<file path="src/rtl/crc_check_sched_pkg.sv">
// Shared types and constants for the CRC checker scheduler.
package crc_sched_pkg;

    localparam int unsigned CNT_W    = 8;
    localparam logic [7:0]  CRC_POLY = 8'h07;

    typedef enum logic [2:0] {
        ST_IDLE,
        ST_START,
        ST_STREAM,
        ST_WAIT,
        ST_RESULT
    } state_t;

    // Reference byte update of the engine's CRC-8, MSB first, zero init.
    function automatic logic [7:0] crc8_step(input logic [7:0] crc, input logic [7:0] data);
        logic [7:0] c;
        c = crc ^ data;
        for (int i = 0; i < 8; i++) begin
            c = c[7] ? ({c[6:0], 1'b0} ^ CRC_POLY) : {c[6:0], 1'b0};
        end
        return c;
    endfunction

endpackage

</file>
<file path="src/rtl/crc_check_sched_rr_arbiter.sv">
// Rotating-priority arbiter: first active request at or after ptr wins.
module rr_arbiter
    import crc_sched_pkg::*;
#(
    parameter int unsigned NUM_REQ = 4,
    localparam int unsigned PW = $clog2(NUM_REQ)
) (
    input  logic [NUM_REQ-1:0] req,
    input  logic [PW-1:0]      ptr,
    output logic [NUM_REQ-1:0] grant
);

    logic          found;
    logic [PW-1:0] idx;

    always_comb begin
        grant = '0;
        found = 1'b0;
        idx   = '0;
        for (int unsigned i = 0; i < NUM_REQ; i++) begin
            idx = PW'((32'(ptr) + i) % NUM_REQ);
            if (!found && req[idx]) begin
                grant[idx] = 1'b1;
                found      = 1'b1;
            end
        end
    end

endmodule

</file>
<file path="src/rtl/crc_check_sched.sv">
// Round-robin scheduler sharing one byte-serial CRC-8 checker between requesters.
module crc_check_sched
    import crc_sched_pkg::*;
#(
    parameter int unsigned NUM_REQ   = 4,
    parameter int unsigned FRAME_LEN = 2,
    parameter int unsigned TIMEOUT   = 16
) (
    input  logic                 clk,
    input  logic                 rst,
    input  logic [NUM_REQ-1:0]   req,
    input  logic [8*NUM_REQ-1:0] req_data,
    input  logic [NUM_REQ-1:0]   req_valid,
    output logic [NUM_REQ-1:0]   req_ready,
    output logic [NUM_REQ-1:0]   gnt,
    output logic [NUM_REQ-1:0]   res_valid,
    output logic                 res_error,
    output logic                 res_timeout,
    output logic                 crc_start,
    output logic [7:0]           crc_data,
    output logic                 crc_valid,
    input  logic                 crc_done,
    input  logic                 crc_error
);

    localparam int unsigned PW = $clog2(NUM_REQ);

    state_t             state;
    logic [PW-1:0]      ptr;
    logic [PW-1:0]      gidx;
    logic [PW-1:0]      next_ptr;
    logic [NUM_REQ-1:0] arb_gnt;
    logic [CNT_W-1:0]   byte_cnt;
    logic [CNT_W-1:0]   tmo_cnt;

    rr_arbiter #(.NUM_REQ(NUM_REQ)) u_arb (
        .req   (req),
        .ptr   (ptr),
        .grant (arb_gnt)
    );

    // Index of the current one-hot grant, for the data mux and pointer advance.
    always_comb begin
        gidx = '0;
        for (int unsigned i = 0; i < NUM_REQ; i++) begin
            if (gnt[i]) gidx = PW'(i);
        end
        next_ptr = (gidx == PW'(NUM_REQ - 1)) ? '0 : gidx + 1'b1;
    end

    // Byte path is a straight pass-through of the granted lane while streaming.
    always_comb begin
        req_ready = '0;
        crc_data  = '0;
        if (state == ST_STREAM) begin
            req_ready = gnt;
            crc_data  = req_data[{gidx, 3'b000} +: 8];
        end
        crc_valid = |(req_ready & req_valid);
    end

    always_ff @(posedge clk or posedge rst) begin
        if (rst) begin
            state       <= ST_IDLE;
            ptr         <= '0;
            gnt         <= '0;
            res_valid   <= '0;
            res_error   <= 1'b0;
            res_timeout <= 1'b0;
            crc_start   <= 1'b0;
            byte_cnt    <= '0;
            tmo_cnt     <= '0;
        end else begin
            crc_start <= 1'b0;
            res_valid <= '0;
            case (state)
                ST_IDLE: begin
                    if (|req) begin
                        gnt       <= arb_gnt;
                        crc_start <= 1'b1;
                        state     <= ST_START;
                    end
                end
                ST_START: begin
                    byte_cnt <= '0;
                    tmo_cnt  <= '0;
                    state    <= ST_STREAM;
                end
                ST_STREAM: begin
                    if (crc_valid) begin
                        byte_cnt <= byte_cnt + 1'b1;
                        if (byte_cnt == CNT_W'(FRAME_LEN - 1)) state <= ST_WAIT;
                    end
                end
                // A done on the final timeout cycle still counts as a response.
                ST_WAIT: begin
                    if (crc_done) begin
                        res_valid   <= gnt;
                        res_error   <= crc_error;
                        res_timeout <= 1'b0;
                        state       <= ST_RESULT;
                    end else if (tmo_cnt == CNT_W'(TIMEOUT - 1)) begin
                        res_valid   <= gnt;
                        res_error   <= 1'b1;
                        res_timeout <= 1'b1;
                        state       <= ST_RESULT;
                    end else begin
                        tmo_cnt <= tmo_cnt + 1'b1;
                    end
                end
                ST_RESULT: begin
                    ptr         <= next_ptr;
                    gnt         <= '0;
                    res_error   <= 1'b0;
                    res_timeout <= 1'b0;
                    state       <= ST_IDLE;
                end
                default: state <= ST_IDLE;
            endcase
        end
    end

endmodule
</file>
<file path="config.mk">
export PLATFORM = sky130hd
export DESIGN_NAME = crc_check_sched
export DESIGN_NICKNAME = d
export VERILOG_FILES = /design/src/rtl/crc_check_sched_pkg.sv /design/src/rtl/crc_check_sched_rr_arbiter.sv /design/src/rtl/crc_check_sched.sv
export SDC_FILE = /design/constraint.sdc
export NUM_CORES = 1
export LEC_CHECK = 0
export CORE_MARGIN = 2
export CORE_UTILIZATION = 34
export DETAILED_ROUTE_END_ITERATION = 6
export DONT_BUFFER_PORTS = 1
export PLACE_DENSITY_LB_ADDON = 0.15
export SKIP_LAST_GASP = 1
export SLEW_MARGIN = 20
export SYNTH_ARGS = -nofsm -noshare
export SYNTH_HDL_FRONTEND = slang
export SYNTH_SLANG_ARGS = --single-unit
</file>
<file path="constraint.sdc">
create_clock -name clk -period 4.6 [get_ports clk]
set_clock_uncertainty 0.15 [all_clocks]
set_input_delay 0 -clock clk [delete_from_list [all_inputs] [get_ports clk]]
set_output_delay 0 -clock clk [all_outputs]
set_load 0.02 [all_outputs]
</file>
==> run_results.csv <==
group,metric,value,unit
detailed_routing,first_pass_iters,4,
power,leakage,1.118,nW
setup_path,critPathBufInv,2,
setup_path,worst_r2r_path_depth,7,
cells_and_area,post-route-util,38.59,%
synth,ys_warn_count,0,
synth,syn_area,2354,um2
floorplan,core,6756,um2
worst_hold_path,min_path_type,"in -> reg",
synth,yosys_register_bits,32,
clock_tree,cts_setup_buffers,0,
setup_path,start_kind,"register",
clock_tree,postCtsHoldBufs,10,
flow_run,maxCapViolations,0,
timing,layout_min_cycle_time,3.402,ns
synth,synth_edf_count,0,
status,outcome,"finished, final reports clean",
place,globalplace.congestion,0.8536,
synth,synthesis.nets,322,
setup_path,cp_top_family,"buffers and inverters",
synth,synth_cells,268,
synth,avgSynthCellArea,8.782,um2
setup_path,rrSetupSlack,1.20,ns
clock_tree,clock_path_buffers,2,
clock_tree,cts_resized,0,
timing,hold_viol_final,0,
timing,tightest_slew,0.8056,ns
power,totalPowerFinal,1.668,mW
setup_path,critPathSlowestCell,"dfrtp_1",
cells_and_area,final_cell_mix,"dfrtp_1 (32), nand2_1 (30), mux2i_1 (24)",
setup_path,regToRegStartpoint,"ptr[0]",
global_route,grt_pass1_vias,1924,
global_route,grt_max_degree,26,
timing,max_freq,0.2939,GHz
cells_and_area,stdcell_area,2608,um2
clock_tree,cts_tree,"built",
floorplan,dieArea,7604,um2
floorplan,die_h,87.20,um
cells_and_area,regArea,800.8,um2
clock_tree,root_buffer,"clkbuf_8",
worst_hold_path,min_to,"gnt[0]",
synth,synth_seq_area_share,34.02,%
timing,finalCritPeriodShare,73.96,%
global_route,grt.total_usage,16.67,%
synth,yosys_most_used_dff,"dfrtp_1",
cells_and_area,nFillCells,682,
clock_tree,insertion_delay,0.28,ns
cells_and_area,final_common_cell,"dfrtp_1",
place,place_area,2400,um2
detailed_routing,routedWlPerCell,17.07,um
place,io_buffers,0,
cells_and_area,nets,324,
cells_and_area,syn_to_final_growth,10.79,%
clock_tree,path_clk_slew,0.07,ns
timing,rsz0062_at_grt,"false",
cells_and_area,multi_input_comb_area,1454,um2
timing,whs,0.04032,ns
floorplan,row_count,30,
clock_tree,htree_levels,2,
setup_path,critPathKind,"reg -> reg",
clock_tree,cts_sinks,32,
timing,maxSlewHeadroom,45.85,%
synth,synth.distinct_cells,50,
floorplan,pin_count,68,
setup_path,crit_path_max_fanout,16,
timing,maxSlewViolCount,0,
setup_path,r2r_end,"gnt[0]",
clock_tree,cts_made_buffers,5,
worst_hold_path,worstHoldPathCells,3,
global_route,antenna_found_initial,0,
detailed_routing,ant_nets,0,
place,dp.final_hpwl,4.322,mm
power,peakVddDrop,0.2413,mV
synth,synth-async-reset-ratio,100.0,%
setup_path,arrival,3.45,ns
detailed_routing,avgViaCountPerCell,5.698,
global_route,grt_overflow,0,
setup_path,worst_setup_path_end_kind,"register",
worst_hold_path,hp-start,"req[2]",
global_route,grt_pass1_wl,10.03,mm
timing,setup_viol,0,
detailed_routing,vias,2000,
cells_and_area,drive_above_1_share,5.904,%
detailed_routing,drtIter0Drc,95,
setup_path,slowest_delay,0.68,ns
detailed_routing,routed_wl,5.990,mm
setup_path,critPathLaunch,"ptr[0]",
cells_and_area,diodes,0,
setup_path,worstPathRequired,4.64,ns
floorplan,floorplan.initialDensity,34.83,%
floorplan,die_w,87.20,um
setup_path,crit_chain,"inv_1, ha_1, or3b_1, a2111oi_2, dlygate4sd3_1, o21ai_1, a41oi_1",
detailed_routing,drcViolationCount,0,
power,powerDensity,639.8,nW/um2
timing,setup_tns,0,ns
-- cell families after synthesis --
group / after synthesis / share of synthesized area [%]
AOI/OAI and AO/OA: 62 / 19.35
xor gates and xnor gates: 3 / 1.117
adders and majority gates: 10 / 5.316
buffers and inverters: 26 / 4.200
DFF: 32 / 34.02
muxes: 27 / 12.12
and+or+nand+nor: 108 / 23.87
-- tightest hold or removal path: stages --
cell and delay [ns]:
nor4_2 0.07, a211oi_1 0.21, a41oi_1 0.14
-- per-stage QoR --
stage                     instances  worst slack (ns)
after global placement          333             1.821
after detailed placement        333             1.746
final                           351             1.198
after floorplan                 268             2.112
after CTS                       351             1.242
after global routing            351            0.9697
-- worst max path at each step --
stage / slack (ns) / depth (start not counted) / end
6_report: 1.20 / 7 / gnt[0]
5_1_grt: 0.97 / 7 / gnt[0]
4_1_cts: 1.24 / 7 / gnt[0]
3_5_place_dp: 1.75 / 6 / gnt[0]
3_3_place_gp: 1.82 / 6 / gnt[0]
2_1_floorplan: 2.11 / 7 / gnt[0]
-- flip-flops by register name, indices dropped and copies added (netlist names) --
signal / flops
res_valid: 4
ptr: 2
state: 3
res_error: 1
gnt: 4
crc_start: 1
res_timeout: 1
byte_cnt: 8
tmo_cnt: 8
-- cell usage after synthesis (all sizes together) (3+ instances only) --
cell / count / area, um2
nand2b: 3 / 18.77
o21ai: 17 / 85.08
xnor2: 3 / 26.28
nor2: 23 / 86.33
mux2i: 24 / 240.2
nor4b: 4 / 35.03
ha: 10 / 125.1
a211oi: 5 / 37.54
nand3: 10 / 50.05
nand2: 30 / 112.6
nor3: 11 / 55.05
nand4: 5 / 31.28
a21oi: 6 / 30.03
dfrtp: 32 / 800.8
clkbuf: 14 / 52.55
inv: 10 / 37.54
o31ai: 6 / 45.04
o2bb2ai: 3 / 26.28
o211ai: 6 / 45.04
a2111oi: 3 / 38.79
or3b: 4 / 35.04
a211o: 3 / 26.28
and3b: 3 / 26.28
-- metal layers --
layer | track usage [%] | up-vias | share of wire, %
li1 | - | 999 | -
met1 | 23.77 | 964 | 49
met2 | 24.77 | 31 | 47
met3 | 4.360 | 6 | 3.7
met4 | 4.895 | 0 | 1.1
met5 | 0 | - | 0
-- where the power goes --
group	internal, mW	switching (mW)	leakage [nW]	total (mW)
combinational	0.307	0.488	0.649	0.795
sequential	0.370	0.236	0.413	0.606
clock	0.161	0.106	0.0552	0.267
total	0.838	0.830	1.12	1.67
-- cell type report --
cell class	instances	area share (%)
Multi-Input combinational cell	210	55.76
Sequential cell	32	30.71
Timing Repair Buffer	11	4.127
Tap cell	80	3.839
Clock buffer	6	2.783
Inverter	10	1.440
Clock inverter	2	1.344
(Power assumes the default switching activity.)
